**src/rtl/axis_gap_pkg.sv**
```systemverilog
// Shared types and helpers for the AXI-Stream inter-packet gap checker.
package axis_gap_pkg;

  typedef enum logic [1:0] {
    ST_START,
    ST_GAP,
    ST_PKT,
    ST_DROP
  } gap_state_e;

  // All-ones value for a counter of the given width (width 1..63).
  function automatic logic [63:0] gap_sat(input int width);
    return ~64'd0 >> (64 - width);
  endfunction

endpackage

```
**src/rtl/axis_gap_stats.sv**
```systemverilog
// Gap statistics for debug registers: last gap, minimum gap and saturating violation count.
module axis_gap_stats
  import axis_gap_pkg::*;
#(
  parameter int GAP_WIDTH = 16
) (
  input  logic                 clk,
  input  logic                 sreset,
  input  logic                 update,
  input  logic [GAP_WIDTH-1:0] gap,
  input  logic                 viol,
  input  logic                 clear,
  output logic                 gap_violation,
  output logic [GAP_WIDTH-1:0] last_gap,
  output logic [GAP_WIDTH-1:0] min_gap,
  output logic [GAP_WIDTH-1:0] violation_count
);

  localparam logic [GAP_WIDTH-1:0] SAT = GAP_WIDTH'(gap_sat(GAP_WIDTH));

  logic                 pulse_reg, pulse_next;
  logic [GAP_WIDTH-1:0] last_reg, last_next;
  logic [GAP_WIDTH-1:0] min_reg, min_next;
  logic [GAP_WIDTH-1:0] count_reg, count_next;

  always_comb begin
    pulse_next = update && viol;
    last_next  = last_reg;
    min_next   = min_reg;
    count_next = count_reg;
    // A clear outranks a coincident update; the violation pulse is kept regardless.
    if (clear) begin
      last_next  = '0;
      min_next   = SAT;
      count_next = '0;
    end else if (update) begin
      last_next = gap;
      if (gap < min_reg) begin
        min_next = gap;
      end
      if (viol && (count_reg != SAT)) begin
        count_next = count_reg + 1'b1;
      end
    end
  end

  always_ff @(posedge clk) begin
    if (sreset) begin
      pulse_reg <= 1'b0;
      last_reg  <= '0;
      min_reg   <= SAT;
      count_reg <= '0;
    end else begin
      pulse_reg <= pulse_next;
      last_reg  <= last_next;
      min_reg   <= min_next;
      count_reg <= count_next;
    end
  end

  assign gap_violation   = pulse_reg;
  assign last_gap        = last_reg;
  assign min_gap         = min_reg;
  assign violation_count = count_reg;

endmodule

```
**config.mk**
```make
export PLATFORM = sky130hd
export DESIGN_NAME = axis_gap_stats
export DESIGN_NICKNAME = d
export VERILOG_FILES = /design/src/rtl/axis_gap_pkg.sv /design/src/rtl/axis_gap_stats.sv
export SDC_FILE = /design/constraint.sdc
export NUM_CORES = 1
export LEC_CHECK = 0
export ABC_CLOCK_PERIOD_IN_PS = 2550
export CAP_MARGIN = 20
export CORE_MARGIN = 1.5
export CORE_UTILIZATION = 47
export CTS_BUF_LIST = sky130_fd_sc_hd__clkbuf_4 sky130_fd_sc_hd__clkbuf_8 sky130_fd_sc_hd__clkbuf_16
export DETAILED_ROUTE_END_ITERATION = 16
export PLACE_DENSITY_LB_ADDON = 0.3
export SLEW_MARGIN = 30
export SYNTH_ARGS = -nofsm -noshare
export SYNTH_HDL_FRONTEND = slang
export SYNTH_SLANG_ARGS = --single-unit
```
**constraint.sdc**
```tcl
create_clock -name clk -period 2.55 [get_ports clk]
set_clock_uncertainty 0.1 [all_clocks]
set_input_delay 0.51 -clock clk [delete_from_list [all_inputs] [get_ports clk]]
set_output_delay 0.51 -clock clk [all_outputs]
set_load 0.1 [all_outputs]
```
==> impl_results.html <==
<table>
<tr><th>Metric</th><th>Value</th></tr>
<tr><th colspan="2">Logic synthesis</th></tr>
<tr><td>Most instantiated flip-flop cell in the synthesis netlist</td><td>dfxtp_1</td></tr>
<tr><td>Distinct cells, synth</td><td>35</td></tr>
<tr><td>Count of mapped cells out of synthesis</td><td>271</td></tr>
<tr><td>FF+latch count, synth</td><td>between 40 and 50</td></tr>
<tr><td>Share of synthesized area occupied by flip-flops and latches</td><td>41.5%</td></tr>
<tr><td>Net count after synthesis</td><td>308</td></tr>
<tr><td>Post-synth top area cell</td><td>dfxtp_1</td></tr>
<tr><td>Synthesized cell area</td><td>2370 sq um</td></tr>
<tr><td>Area contributors post-synth</td><td>dfxtp_1 41%, mux2i_1 14%, nor2_1 10%</td></tr>
<tr><td>Number of enable-type register cells in the synthesized netlist</td><td>0</td></tr>
<tr><td>Fraction of registers with async set or reset after synthesis</td><td>0%</td></tr>
<tr><td>Share of Yosys cell area claimed by the top area cell type</td><td>41.5%</td></tr>
<tr><td>Yosys synthesis warning count</td><td>0</td></tr>
<tr><td>Cell types with the highest counts after synthesis</td><td>64 x nor2_1, 49 x dfxtp_1, 32 x mux2i_1</td></tr>
<tr><td>Average footprint of a synthesized cell</td><td>approximately 8.7 sq um</td></tr>
<tr><td>Most common cell in the netlist</td><td>nor2_1</td></tr>
<tr><th colspan="2">Power and ir drop</th></tr>
<tr><td>Fraction of power spent switching nets</td><td>29.8%</td></tr>
<tr><td>Max rail drop VDD</td><td>0.000389 V</td></tr>
<tr><td>Internal power</td><td>about 0.0011 W</td></tr>
<tr><td>Sequential Power Share</td><td>roughly half</td></tr>
<tr><td>Fraction of power consumed by combinational cells</td><td>between 20% and 30%</td></tr>
<tr><td>Power density relative to cell area</td><td>478 nW/um^2</td></tr>
<tr><td>Relative contribution of the clock network to total power</td><td>between 20% and 30%</td></tr>
<tr><td>Lkg Pwr</td><td>between 1.5 and 2 nW</td></tr>
<tr><td>Power dissipated by switching net loads</td><td>0.000484 W</td></tr>
<tr><th colspan="2">Hold path</th></tr>
<tr><td>WHS Endpoint</td><td>last_gap[12]$_SDFFE_PP0P_</td></tr>
<tr><td>Hold path startpoint</td><td>last_gap[12]$_SDFFE_PP0P_</td></tr>
<tr><td>Hold path depth</td><td>2</td></tr>
<tr><td>Classification of the worst-slack hold path</td><td>register to register</td></tr>
<tr><th colspan="2">Placement</th></tr>
<tr><td>Cell count after placement</td><td>~420</td></tr>
<tr><td>Placer's final routability congestion estimate</td><td>0.799</td></tr>
<tr><td>Total half-perimeter wirelength after legalization and detailed placement</td><td>3890 um</td></tr>
<tr><td>IO Port Bufs</td><td>69</td></tr>
<tr><th colspan="2">Layout</th></tr>
<tr><td>Number of standard cells in the final layout excluding fillers</td><td>between 400 and 500</td></tr>
<tr><td>Sequential standard cell area</td><td>1010 sq um</td></tr>
<tr><td>Layout-stage area growth over the synthesis result</td><td>43.7%</td></tr>
<tr><td>Count of filler cells inserted in the layout</td><td>387</td></tr>
<tr><td>Number of antenna repair diodes</td><td>0</td></tr>
<tr><td>Area occupied by multi-input gates</td><td>approximately 1300 sq um</td></tr>
<tr><td>Share of final-layout standard cells stronger than drive strength 1</td><td>between 30 and 40%</td></tr>
<tr><td>Nets@finish</td><td>400</td></tr>
<tr><td>Final core occ</td><td>71.0%</td></tr>
<tr><th colspan="2">GRT</th></tr>
<tr><td>Maximum number of pins on one net before global-route repair</td><td>65</td></tr>
<tr><td>First-pass GRT wire length</td><td>8710 um</td></tr>
<tr><td>Via count of the first global-routing pass</td><td>around 1.9k</td></tr>
<tr><td>GRT Total Usage</td><td>approximately a fifth</td></tr>
<tr><td>Final global-route overflow total</td><td>0</td></tr>
<tr><td>Antenna violations before repair</td><td>0</td></tr>
<tr><th colspan="2">STA</th></tr>
<tr><td>Fmax achieved</td><td>0.413 GHz</td></tr>
<tr><td>Final Cycle Share</td><td>95.0%</td></tr>
<tr><td>Fin. Hold Viols</td><td>0</td></tr>
<tr><td>Count of endpoints failing setup in the final report</td><td>0</td></tr>
<tr><td>RSZ-0062 raised after global routing</td><td>no</td></tr>
<tr><td>Min Hold Slack</td><td>395 ps</td></tr>
<tr><td>Sum of negative setup slack</td><td>0 ps</td></tr>
<tr><td>Transition at the pin with the smallest max-transition slack</td><td>782 ps</td></tr>
<tr><td>Clock period minus worst slack</td><td>2420 ps</td></tr>
<tr><td>Max-slew violation count</td><td>0</td></tr>
<tr><td>Worst-case headroom to the max-slew limit</td><td>47.5%</td></tr>
<tr><th colspan="2">Floorplan</th></tr>
<tr><td>Chip width</td><td>74.0 um</td></tr>
<tr><td>Effective utilization at floorplan</td><td>between 40% and 50%</td></tr>
<tr><td>Overall die height</td><td>about 74 um</td></tr>
<tr><td>Top-level I/O count</td><td>70</td></tr>
<tr><td>Die footprint</td><td>5470 sq um</td></tr>
<tr><td>Placement Rows</td><td>25</td></tr>
<tr><td>Placeable core area</td><td>4790 sq um</td></tr>
<tr><th colspan="2">Drt</th></tr>
<tr><td>Total routed wirelength</td><td>between 5000 and 6000 um</td></tr>
<tr><td>Post-route DRC</td><td>0</td></tr>
<tr><td>Remaining number of nets flagged by the antenna check after routing</td><td>0</td></tr>
<tr><td>Total number of vias</td><td>2135</td></tr>
<tr><td>Drt pass-1 iters</td><td>4</td></tr>
<tr><td>Vias per std cell</td><td>4.95</td></tr>
<tr><td>Count of routing violations after the opening detailed-route iteration</td><td>74</td></tr>
<tr><td>Average detailed-routed wire length per instance</td><td>12.4 um</td></tr>
<tr><th colspan="2">Critical path</th></tr>
<tr><td>Logic depth of the worst register-to-register path</td><td>8</td></tr>
<tr><td>Worst reg2reg endpoint</td><td>min_gap[13]$_SDFFE_PP1P_</td></tr>
<tr><td>Capturing element type of the critical path</td><td>register</td></tr>
<tr><td>Startpoint of the lowest-slack register-to-register path</td><td>min_gap[13]$_SDFFE_PP1P_</td></tr>
<tr><td>Register-to-register path setup slack</td><td>260 ps</td></tr>
<tr><td>Startpoint type of the worst setup path</td><td>input port</td></tr>
<tr><td>Kind of critical path</td><td>input port to register</td></tr>
<tr><td>Worst endpoint data arrival time</td><td>approximately 2500 ps</td></tr>
<tr><td>Crit path required time</td><td>2670 ps</td></tr>
<tr><td>CP max FO</td><td>8</td></tr>
<tr><th colspan="2">Flow run</th></tr>
<tr><td>Max-cap violation count</td><td>0</td></tr>
<tr><th colspan="2">Clocking</th></tr>
<tr><td>Source-to-sink clock delay at the later pin of the worst-skew pair</td><td>300 ps</td></tr>
<tr><td>Clock buffer count from CTS</td><td>5</td></tr>
<tr><td>Clock tree from TritonCTS</td><td>built</td></tr>
<tr><td>Root buf cell</td><td>clkbuf_8</td></tr>
<tr><td>Number of buffers inserted to repair setup after CTS</td><td>0</td></tr>
<tr><td>TritonCTS sink count</td><td>49</td></tr>
<tr><td>Reg clk slew, reported paths</td><td>80 ps</td></tr>
<tr><td>H-tree depth</td><td>2</td></tr>
<tr><td>Max clock buf depth</td><td>2</td></tr>
<tr><th colspan="2">Outcome</th></tr>
<tr><td>Result of the run</td><td>completed</td></tr>
</table>
layout make-up:
class / instances / area share (%)
multi-input cells: 193 / 39.0
flip-flops and latches: 49 / 29.7
repair buffers: 96 / 24.1
clock buffers: 8 / 2.69
well taps: 67 / 2.47
inverters: 18 / 1.99
worst max path at each step:
| stage | slack, ps | cells after the start | to | from |
|---|---|---|---|---|
| final | 130 | 8 | min_gap[13]$_SDFFE_PP1P_ | gap[10] |
| after detailed placement | -410 | 8 | min_gap[13]$_SDFFE_PP1P_ | gap[15] |
| after global placement | -220 | 8 | min_gap[4]$_SDFFE_PP1P_ | gap[15] |
| after floorplan | 40 | 8 | min_gap[1]$_SDFFE_PP1P_ | min_gap[11]$_SDFFE_PP1P_ |
| after CTS | 20 | 8 | min_gap[13]$_SDFFE_PP1P_ | gap[15] |
| after global routing | 20 | 8 | min_gap[13]$_SDFFE_PP1P_ | gap[10] |
worst max-delay path, cell delays in order:
cell and delay (ps):
clkdlybuf4s50_1 440, ha_1 290, nand2_1 80, nor3_2 210
or4b_4 500, o2111ai_4 120, buf_12 180, mux2i_2 200
flip-flops by register name, summed over array words and instances, names as in the netlist:
name / flops
last_gap: 16
min_gap: 16
violation_count: 16
gap_violation: 1
power groups by stage:
stage,Combinational [W],Sequential [W],Clock [W]
final,0.000364,0.000795,0.000467
after global routing,0.000388,0.000798,0.000509
after CTS,0.000358,0.000795,0.000484
after detailed placement,0.000356,0.000813,0
after global placement,0.000353,0.000813,0
after floorplan,0.0000956,0.000946,0
logic make-up (layout without fill, tap and decap cells):
group | count (synthesis) | count (layout) | synth area share (%)
simple gates | 112 | 112 | 21.6
fa+ha+maj | 16 | 16 | 8.46
compound gates | 23 | 23 | 6.13
xor+xnor | 10 | 10 | 3.70
flops | 49 | 49 | 41.5
buf+inv | 29 | 122 | 5.13
mux | 32 | 32 | 13.5
placed cells by master (no fill, tap or decap), types with 4 or more instances in the layout:
cell type         n
o21ai_0           7
ha_1             13
nor2_1           64
buf_4            73
nor3_1            6
nand3_1           4
clkdlybuf4s50_1  15
mux2i_1          31
nand4_1           7
clkbuf_8          5
dfxtp_2          11
dfxtp_4           4
inv_1            18
nand2_1          13
dfxtp_1          34
xnor2_1           8
a21oi_1           7
dlymetal6s2s_1    5
through the flow:
step	setup WS [ps]	power [W]	area, sq um
floorplan	42.0	0.00104	2390
global placement	-224	0.00117	3230
detailed placement	-407	0.00117	3230
CTS	23.2	0.00164	3330
global route	17.7	0.00170	3400
finish	128	0.00163	3400
routing by layer:
| metal | vias up | share of wire [%] | track usage, % |
|---|---|---|---|
| li1 | 1105 | - | - |
| met3 | 6 | 3.5 | 5.28 |
| met4 | 0 | 1.2 | 7.00 |
| met1 | 980 | 49 | 28.0 |
| met5 | - | 0 | 0 |
| met2 | 44 | 46 | 31.7 |
repair_timing:
action | in CTS | in global routing
pin swaps | 1 | 7
endpoints found under the setup margin | 16 | 16
hold buffers | 0 | 0
resized for setup | 1 | 12
(Power assumes the default switching activity.)
